--- src/rtl/piano_disp_pkg.sv ---
// Shared display-path definitions for the piano board.
// Used by the BCD converter and the seven-segment decoders.
package piano_disp_pkg;

  typedef enum logic [1:0] {
    IDLE  = 2'd0,
    SHIFT = 2'd1,
    DONE  = 2'd2
  } conv_state_e;

  localparam int BCD_DIGIT_W = 4;
  localparam int ADD3_THRESH = 5;
  localparam logic [3:0] BCD_NINE = 4'h9;

  // ceil(w * log10(2)): decimal digits needed for 2^w-1
  function automatic int dec_digits(input int w);
    return (w * 30103 + 99999) / 100000;
  endfunction

  function automatic longint unsigned pow10(input int n);
    longint unsigned p;
    p = 1;
    for (int i = 0; i < n; i++) p = p * 10;
    return p;
  endfunction

endpackage

--- src/rtl/bin_to_bcd_seq_digit_adj.sv ---
// Double-dabble digit correction: add 3 when digit >= 5.
// Purely combinational, one instance per scratch digit.
module bcd_digit_adj
  import piano_disp_pkg::*;
(
  input  logic [BCD_DIGIT_W-1:0] dig_i,
  output logic [BCD_DIGIT_W-1:0] dig_o
);

  assign dig_o = (dig_i >= BCD_DIGIT_W'(ADD3_THRESH))
               ? dig_i + BCD_DIGIT_W'(3)
               : dig_i;

endmodule

--- src/rtl/bin_to_bcd_seq.sv ---
// Sequential binary-to-BCD converter, one bit per clock.
// Result and overflow are held between conversions.
module bin_to_bcd_seq
  import piano_disp_pkg::*;
#(
  parameter int BIN_W  = 14,
  parameter int DIGITS = 4
) (
  input  logic                  clk,
  input  logic                  rst_n,
  input  logic                  start,
  input  logic [BIN_W-1:0]      bin_in,
  output logic                  busy,
  output logic                  done,
  output logic [4*DIGITS-1:0]   bcd_out,
  output logic                  overflow
);

  localparam int SD_RAW = dec_digits(BIN_W);
  localparam int SD     = (SD_RAW > DIGITS) ? SD_RAW : DIGITS;
  localparam int SC_W   = SD * BCD_DIGIT_W;
  localparam int SR_W   = SC_W + BIN_W;
  localparam int OUT_W  = DIGITS * BCD_DIGIT_W;
  localparam int CW     = $clog2(BIN_W + 1);
  localparam longint unsigned MAX_VAL = pow10(DIGITS) - 1;

  if (BIN_W < 1 || DIGITS < 1) begin : g_bad_param
    $error("bin_to_bcd_seq: BIN_W and DIGITS must be >= 1");
  end

  conv_state_e      state_q, state_d;
  logic [SR_W-1:0]  sr_q, sr_d;
  logic [CW-1:0]    cnt_q, cnt_d;
  logic             ovf_pend_q, ovf_pend_d;
  logic [OUT_W-1:0] bcd_q, bcd_d;
  logic             ovf_q, ovf_d;

  logic [SR_W-1:0]  sr_adj;
  logic [SR_W-1:0]  sr_shl;

  assign sr_adj[BIN_W-1:0] = sr_q[BIN_W-1:0];

  for (genvar g = 0; g < SD; g++) begin : g_adj
    bcd_digit_adj u_adj (
      .dig_i (sr_q[BIN_W+g*BCD_DIGIT_W +: BCD_DIGIT_W]),
      .dig_o (sr_adj[BIN_W+g*BCD_DIGIT_W +: BCD_DIGIT_W])
    );
  end

  assign sr_shl = sr_adj << 1;

  always_comb begin
    state_d    = state_q;
    sr_d       = sr_q;
    cnt_d      = cnt_q;
    ovf_pend_d = ovf_pend_q;
    bcd_d      = bcd_q;
    ovf_d      = ovf_q;
    unique case (state_q)
      IDLE: begin
        if (start) begin
          sr_d       = {{SC_W{1'b0}}, bin_in};
          cnt_d      = CW'(BIN_W);
          ovf_pend_d = 64'(bin_in) > MAX_VAL;
          state_d    = SHIFT;
        end
      end
      SHIFT: begin
        sr_d  = sr_shl;
        cnt_d = cnt_q - CW'(1);
        // last bit: publish result, saturating on overflow
        if (cnt_q == CW'(1)) begin
          bcd_d   = ovf_pend_q ? {DIGITS{BCD_NINE}}
                               : sr_shl[BIN_W +: OUT_W];
          ovf_d   = ovf_pend_q;
          state_d = DONE;
        end
      end
      DONE:    state_d = IDLE;
      default: state_d = IDLE;
    endcase
  end

  always_ff @(posedge clk or negedge rst_n) begin
    if (!rst_n) begin
      state_q    <= IDLE;
      sr_q       <= '0;
      cnt_q      <= '0;
      ovf_pend_q <= 1'b0;
      bcd_q      <= '0;
      ovf_q      <= 1'b0;
    end else begin
      state_q    <= state_d;
      sr_q       <= sr_d;
      cnt_q      <= cnt_d;
      ovf_pend_q <= ovf_pend_d;
      bcd_q      <= bcd_d;
      ovf_q      <= ovf_d;
    end
  end

  assign busy     = (state_q == SHIFT);
  assign done     = (state_q == DONE);
  assign bcd_out  = bcd_q;
  assign overflow = ovf_q;

endmodule

--- config.mk ---
export PLATFORM = sky130hd
export DESIGN_NAME = bin_to_bcd_seq
export DESIGN_NICKNAME = d
export VERILOG_FILES = /design/src/rtl/piano_disp_pkg.sv /design/src/rtl/bin_to_bcd_seq_digit_adj.sv /design/src/rtl/bin_to_bcd_seq.sv
export SDC_FILE = /design/constraint.sdc
export NUM_CORES = 1
export LEC_CHECK = 0
export BUFFER_PORTS_ARGS = -buffer_cell sky130_fd_sc_hd__buf_2
export CAP_MARGIN = 20
export CORE_MARGIN = 2
export CORE_UTILIZATION = 40
export DETAILED_ROUTE_END_ITERATION = 6
export PLACE_DENSITY = 0.59
export SLEW_MARGIN = 0
export SYNTH_ARGS = -nofsm -noshare
export SYNTH_HDL_FRONTEND = slang
export SYNTH_HIERARCHICAL = 1
export SYNTH_SLANG_ARGS = --single-unit
export TNS_END_PERCENT = 50
--- constraint.sdc ---
create_clock -name clk -period 4.7 [get_ports clk]
set_input_delay 0.47 -clock clk [delete_from_list [all_inputs] [get_ports clk]]
set_output_delay 0.47 -clock clk [all_outputs]
set_load 0.02 [all_outputs]
-- Word level (Yosys, flattened, before mapping)
Index checks and enable logic that the tools add are counted.
- register bits after elaboration: 58
- input bits: 17
- output and inout port bits: 19
- logic and storage cells: 42
- magnitude comparators: 6
- equal/unequal tests: 5
- multiplexer cells: 13
- add/sub/neg operators: 6
- reduce and logical (&&, ||, !) cells: 6
- operator list (kind ; count):
    $pmux 34 s2 ; 1
    $mux 34 ; 1
    $ge 4x3->1 const B ; 5
    $mux 4 ; 5
    $add 4x2->4 const B ; 4
    $mux 16 ; 1
    $gt 14x14->1 const B ; 1
    $pmux 4 s2 ; 1
    $reduce_and 2->1 ; 4
    $eq 4x1->1 const B ; 1
    $mux 2 ; 2
    $pmux 2 s2 ; 1
    $sub 4x1->4 const B ; 1
    $add 3x2->3 const B ; 1
    $mux 3 ; 1
    $eq 2x1->1 const B ; 1
    $eq 2x2->1 const B ; 1
    $logic_not 2->1 ; 1
    $ne 2x1->1 const B ; 1
    $ne 2x2->1 const B ; 1
    $reduce_bool 2->1 ; 1

-- Depth between registers and ports, before layout
Gate-level depths: netlist of run 1.
- depth in word-level cells: 3
- gate-level depth with buffers: 7
- gate-level depth less buffers: 7

-- By module
Netlist of run 1, hierarchy kept.
- modules (own cells, without submodules) (module ; instances ; area each (sq um) ; cells an instance ; sequential area each (sq um)):
    bin_to_bcd_seq ; 1 ; 2308.5 ; 193 ; 1351.3
    bcd_digit_adj ; 4 ; 101.3 ; 16 ; 0.0

-- Worst setup path before layout of run 1
No wires, ideal clock.
- path type: reg-to-output
- start point: register state_q[1]
- end point: output busy
- required time: 4230 ps
- data arrival time: 1106 ps
- path slack: 3124 ps
- buffers on the path: 3
- cell stages (with the launch flop): 6
- path through: dfrtp_1 > nand2b_1 > buf_6 > inv_2 > buf_6 > buf_2
- cells in the longest elaborated chain, start to end: 1
- RTL lines (what ; RTL line ; RTL):
    start, declared ; bin_to_bcd_seq.sv:31 ; conv_state_e state_q, state_d;
    start signal, assigned ; bin_to_bcd_seq.sv:93 ; state_q <= state_d;
    $eq 2x1->1 ; bin_to_bcd_seq.sv:102 ; assign busy = (state_q == SHIFT);
    end, declared ; bin_to_bcd_seq.sv:13 ; output logic busy,
Every way passes these cells.

-- Worst setup path in the final report of run 1
Ends and elaborated chain as after synthesis.

==> results of run 1 <==
-- per-layer routing --
layer  wire length (um)  up-vias  part of all wire (%)
met5                  0        -                     0
met4                 49        0                  0.97
met3                110        4                   2.2
met2               2360       24                    47
met1               2520      876                    50
li1                   -      950                     -
-- sequential cells by signal (all words and copies together) (netlist names) --
register,cells
sr_q,30
overflow,1
state_q,2
cnt_q,4
ovf_pend_q,1
bcd_out,16
-- final cells by class --
cell class	instances	area share, %
multi-input cells	174	40.6
repair buffers	37	6.38
inverters	13	1.64
clock buffers	6	2.77
well taps	77	3.23
flip-flops and latches	54	45.4
-- path summary, 6_finish.rpt --
check                           startpoint          to  slack, ns  cells past startpoint
min in group clk                 bin_in[0]     sr_q[0]       0.39                      2
worst max register to register  state_q[1]  bcd_out[5]       2.23                      4
max in group asynchronous            rst_n  bcd_out[2]       3.97                      2
worst min-delay path                 rst_n     sr_q[4]       0.28                      2
worst max-delay path            state_q[1]        busy       1.87                      3
worst min register to register     sr_q[7]     sr_q[7]       0.49                      2
-- power by group through the flow --
stage	registers, mW	clock network [mW]	logic [mW]
finish	0.851	0.254	1.01
floorplan	0.893	0	0.779
detailed placement	0.860	0	1.02
global route	0.886	0.290	1.15
CTS	0.852	0.270	1.03
global placement	0.858	0	1.01
-- worst register-to-register path: cells and delay by family, from the launching register on --
family,cells,cell delay (ns)
simple gates,2,1.05
buf+inv,1,0.54
flops,1,0.40
mux,1,0.36
-- stage by stage --
step	hold slack [ns]	area (sq um)	total power [mW]	util, %
2_1_floorplan	0.174	2690	1.67	-
3_3_place_gp	0.464	2900	1.87	45.1
3_5_place_dp	0.470	2900	1.88	45.1
4_1_cts	0.294	2980	2.15	46.4
5_1_grt	0.331	2980	2.33	46.4
6_report	0.279	2980	2.12	46.4
-- cell usage in the layout, fill, tap and decap left out, drive strengths merged, types with 2 or more instances in the layout --
cell	n
mux2i	16
nand2b	9
a22o	17
a21oi	13
clkbuf	6
nand2	29
o21bai	2
nor2b	10
mux2	9
nor2	14
buf	37
o21ai	21
nor3b	2
ha	10
a31oi	9
dfrtp	54
inv	13
xnor2	4
==> reports/metrics.cfg, run 1 <==
[outcome]
status = complete, no violations

[die]
core_area_sq_mm = 0.00642
die_x_um = 86.1
die_y_um = 86.1
start_util_pct = 41.9
fp-row-count = 29
pin_count = 36
design.die.area_sq_mm = 0.00741

[setup_path]
crit_type = reg -> out
cpMaxStageDelayCell = inv_2
endpoint_kind = output port
start_kind = flop
crit_path_max_incr_delay_ns = 0.74
worstPathRequired_ns = 4.23
arrival_ns = 2.36
path_buf_inv = 2
critical_path.top_delay_family = buffers and inverters
cp_max_fo = 38
crit_chain = nand2b_1 > inv_2 > buf_2

[cts]
cts_max_level = 2
post_cts_resized = 0
clkSlewWorstSetupHoldPaths_ns = 0.08
numCtsBuffers = 5
cts_num_sinks = 54
cts_tree = built
cts_buffer_depth = 2
clk_latency_ns = 0.31
postCtsHoldBufs = 0
cts_root_buf = clkbuf_8
cts_setup_buffers = 0

[detailed_routing]
drtIter0Drc = 116
postRouteAntennaNets = 0
routed-via-count = 1854
via_per_inst = 5.14
drc = 0
avgRoutedWirePerCell_um = 14.0
wl_um = 5040
first_pass_iters = 6

[grt]
grt_pass1_vias = 1890
grt_usage_pct = 15.4
use_met1_pct = 21.5
busiest_layer = met2
grt-ovfl-total = 0
grt_max_degree = 55
grt_util_met3_pct = 2.89
grt_pass1_wl_um = 9000
grtUsageMet2_pct = 24.0
antenna_found_initial = 0

[power_and_ir_drop]
pwr-share-seq_pct = 40.1
p_switching_mw = 0.874
power_frac_comb_pct = 47.9
leakagePower_nw = 1.42
p_sw_share_pct = 41.2
p_per_area_mw_per_mm2 = 712
p_int_mw = 1.25
pwr-share-clk_pct = 12.0
peakVddDrop_mv = 0.224

[yosys]
syn_avg_cell_area_sq_um = 10.6
synth_nets = 280
syn_area_sq_mm = 0.00269
yosysWarnings = 6
synthCells = 253

[finish]
drive_above_1_share_pct = 21.5
antenna_cells = 0
areaGrowthSynthToFinish_pct = 10.6
regArea_sq_mm = 0.00135
layout.nets = 312
stdcell_count = 361
fillers = 625
multi_input_area_sq_mm = 0.00121

[place]
numPortBuffers = 35
gp_congestion = 0.751
place_inst = 355
dp_hpwl_um = 3350
place_ws_ns = 2.21

[sta]
slew_headroom_pct = 37.2
max_clock_freq_ghz = 0.353
tightest_slew_ns = 0.941
setup_viol = 0
rsz0062_at_grt = no
finalCriticalPeriod_ns = 2.83
fin_tns_setup_ns = 0
skew_ns = 0.00921
finalHoldViolCount = 0
period_share_pct = 60.2
slew_violations = 0
fin_ws_ns = 1.87

[min_path]
min_path_type = in -> async

[job]
cap_violations = 0

Note: power is estimated with default switching activity, not from simulation.
==> run 2: changes to the inputs <==
==> constraint.sdc (replaced) <==
create_clock -name clk -period 2.92 [get_ports clk]
set_input_delay 0.292 -clock clk [delete_from_list [all_inputs] [get_ports clk]]
set_output_delay 0.292 -clock clk [all_outputs]
set_load 0.02 [all_outputs]
==> run 2 against run 1 <==
The flow now finishes with violations (hold timing); clock power grew 54%; design area grew 0.97%; setup slack lost 0.70 ns; register-to-register slack lost 0.95 ns; critical endpoint unchanged; sequential cell count is the same; critical path depth is the same; sequential power grew 61%; clock skew shrank 0.0037 ns; final cell count grew 1.1%.
==> reports/metrics.cfg, run 2 (same netlist as run 1, synthesis figures left out) <==
[outcome]
status = finished with violations
violations = hold timing

[sta]
max_clock_freq_ghz = 0.570
tightest_slew_ns = 0.749
period_share_pct = 60.1
finalCriticalPeriod_ns = 1.76
rsz0062_at_grt = no
fin_hold_ws_ns = -0.0155
setup_viol = 0
slew_violations = 0
finalHoldViolCount = 25
fin_tns_setup_ns = 0
skew_ns = 0.00552
slew_headroom_pct = 50.0

[power_and_ir_drop]
pwr-share-seq_pct = 39.9
p_switching_mw = 1.42
pwr-share-clk_pct = 11.3
p_per_area_mw_per_mm2 = 1140
peakVddDrop_mv = 0.398
power_frac_comb_pct = 48.8
p_int_mw = 2.02
leakagePower_nw = 1.44
p_sw_share_pct = 41.3

[cts]
clkSlewWorstSetupHoldPaths_ns = 0.09
cts_num_sinks = 54
postCtsHoldBufs = 0
cts_setup_buffers = 0
cts_max_level = 2
post_cts_resized = 0
clk_latency_ns = 0.30
cts_tree = built
numCtsBuffers = 5
cts_root_buf = clkbuf_8
cts_buffer_depth = 2

[finish]
post-route-util_pct = 46.8
antenna_cells = 0
layout.nets = 315
largest_reg_flops = 30
areaGrowthSynthToFinish_pct = 11.7
stdcell_area_sq_mm = 0.00301
drive_above_1_share_pct = 21.9
largest-register = sr_q
stdcell_count = 365
final_common_cell = dfrtp_1
final_cell_mix = 54 x dfrtp_1, 35 x buf_2, 28 x nand2_1

[place]
place_area_sq_mm = 0.00293
gp_congestion = 0.754
numPortBuffers = 35
place_inst = 358
dp_hpwl_um = 3620

[detailed_routing]
wl_um = 5180
avgRoutedWirePerCell_um = 14.2
drtIter0Drc = 102
first_pass_iters = 4
drc = 0
routed-via-count = 1910
via_per_inst = 5.23
postRouteAntennaNets = 0

[die]
design.die.area_sq_mm = 0.00741
pin_count = 36
die_x_um = 86.1
core_area_sq_mm = 0.00642
start_util_pct = 41.9
die_y_um = 86.1
fp-row-count = 29

[setup_path]
endpoint_kind = output port
crit_type = reg -> out
arrival_ns = 1.46
worstPathRequired_ns = 2.63
start_kind = flop
cp_max_fo = 20

[grt]
antenna_found_initial = 0
grt_usage_pct = 15.8
grt_pass1_wl_um = 9320
grt_pass1_vias = 1947
grt-ovfl-total = 0
grt_max_degree = 32

[job]
cap_violations = 0

[min_path]
min_path_type = in -> async

-- run 2: through the flow --
stage	power, mW	setup WS (ns)	hold slack [ns]
3_3_place_gp	3.04	1.31	0.334
6_report	3.44	1.16	-0.0155
2_1_floorplan	2.69	1.40	-0.00359
4_1_cts	3.49	1.14	0.00187
3_5_place_dp	3.08	1.29	0.340
5_1_grt	3.76	1.05	0.0249
-- run 2: path summary, 6_finish.rpt --
| path | startpoint | endpoint | slack [ns] | depth (start not counted) |
|---|---|---|---|---|
| worst min register to register | sr_q[7] | sr_q[7] | 0.49 | 2 |
| min in group clk | bin_in[0] | sr_q[0] | 0.23 | 2 |
| max in group asynchronous | rst_n | sr_q[0] | 2.13 | 2 |
| worst min-delay path | rst_n | sr_q[6] | -0.02 | 1 |
| worst max register to register | sr_q[14] | bcd_out[1] | 1.28 | 6 |
| worst max-delay path | state_q[1] | busy | 1.16 | 3 |
-- run 2: critical path, stage by stage, from the launching register on --
cell	delay [ns]
dfrtp_1	0.43
nand2b_1	0.19
inv_2	0.31
buf_2	0.24
-- run 2: cell type report --
type                       instances  area (sq um)
multi-input combinational        174          1210
inverter                          13          48.8
clock buffer                       7          76.3
timing repair buffer              40           225
fill                             629          3410
tap                               77          96.3
sequential                        54          1350
-- run 2: metal layers --
| metal | vias to the layer above | part of all wire (%) | track usage [%] |
|---|---|---|---|
| met1 | 942 | 49 | 21.7 |
| met2 | 17 | 48 | 25.4 |
| met5 | - | 0 | 0 |
| li1 | 949 | - | - |
| met4 | 0 | 0.77 | 4.91 |
| met3 | 2 | 2.5 | 3.08 |
-- run 2: power groups by stage --
stage | Clock, mW | Sequential (mW) | Combinational, mW
2_1_floorplan | 0 | 1.44 | 1.25
3_5_place_dp | 0 | 1.39 | 1.69
6_report | 0.390 | 1.37 | 1.68
3_3_place_gp | 0 | 1.38 | 1.66
5_1_grt | 0.435 | 1.42 | 1.91
4_1_cts | 0.412 | 1.38 | 1.70
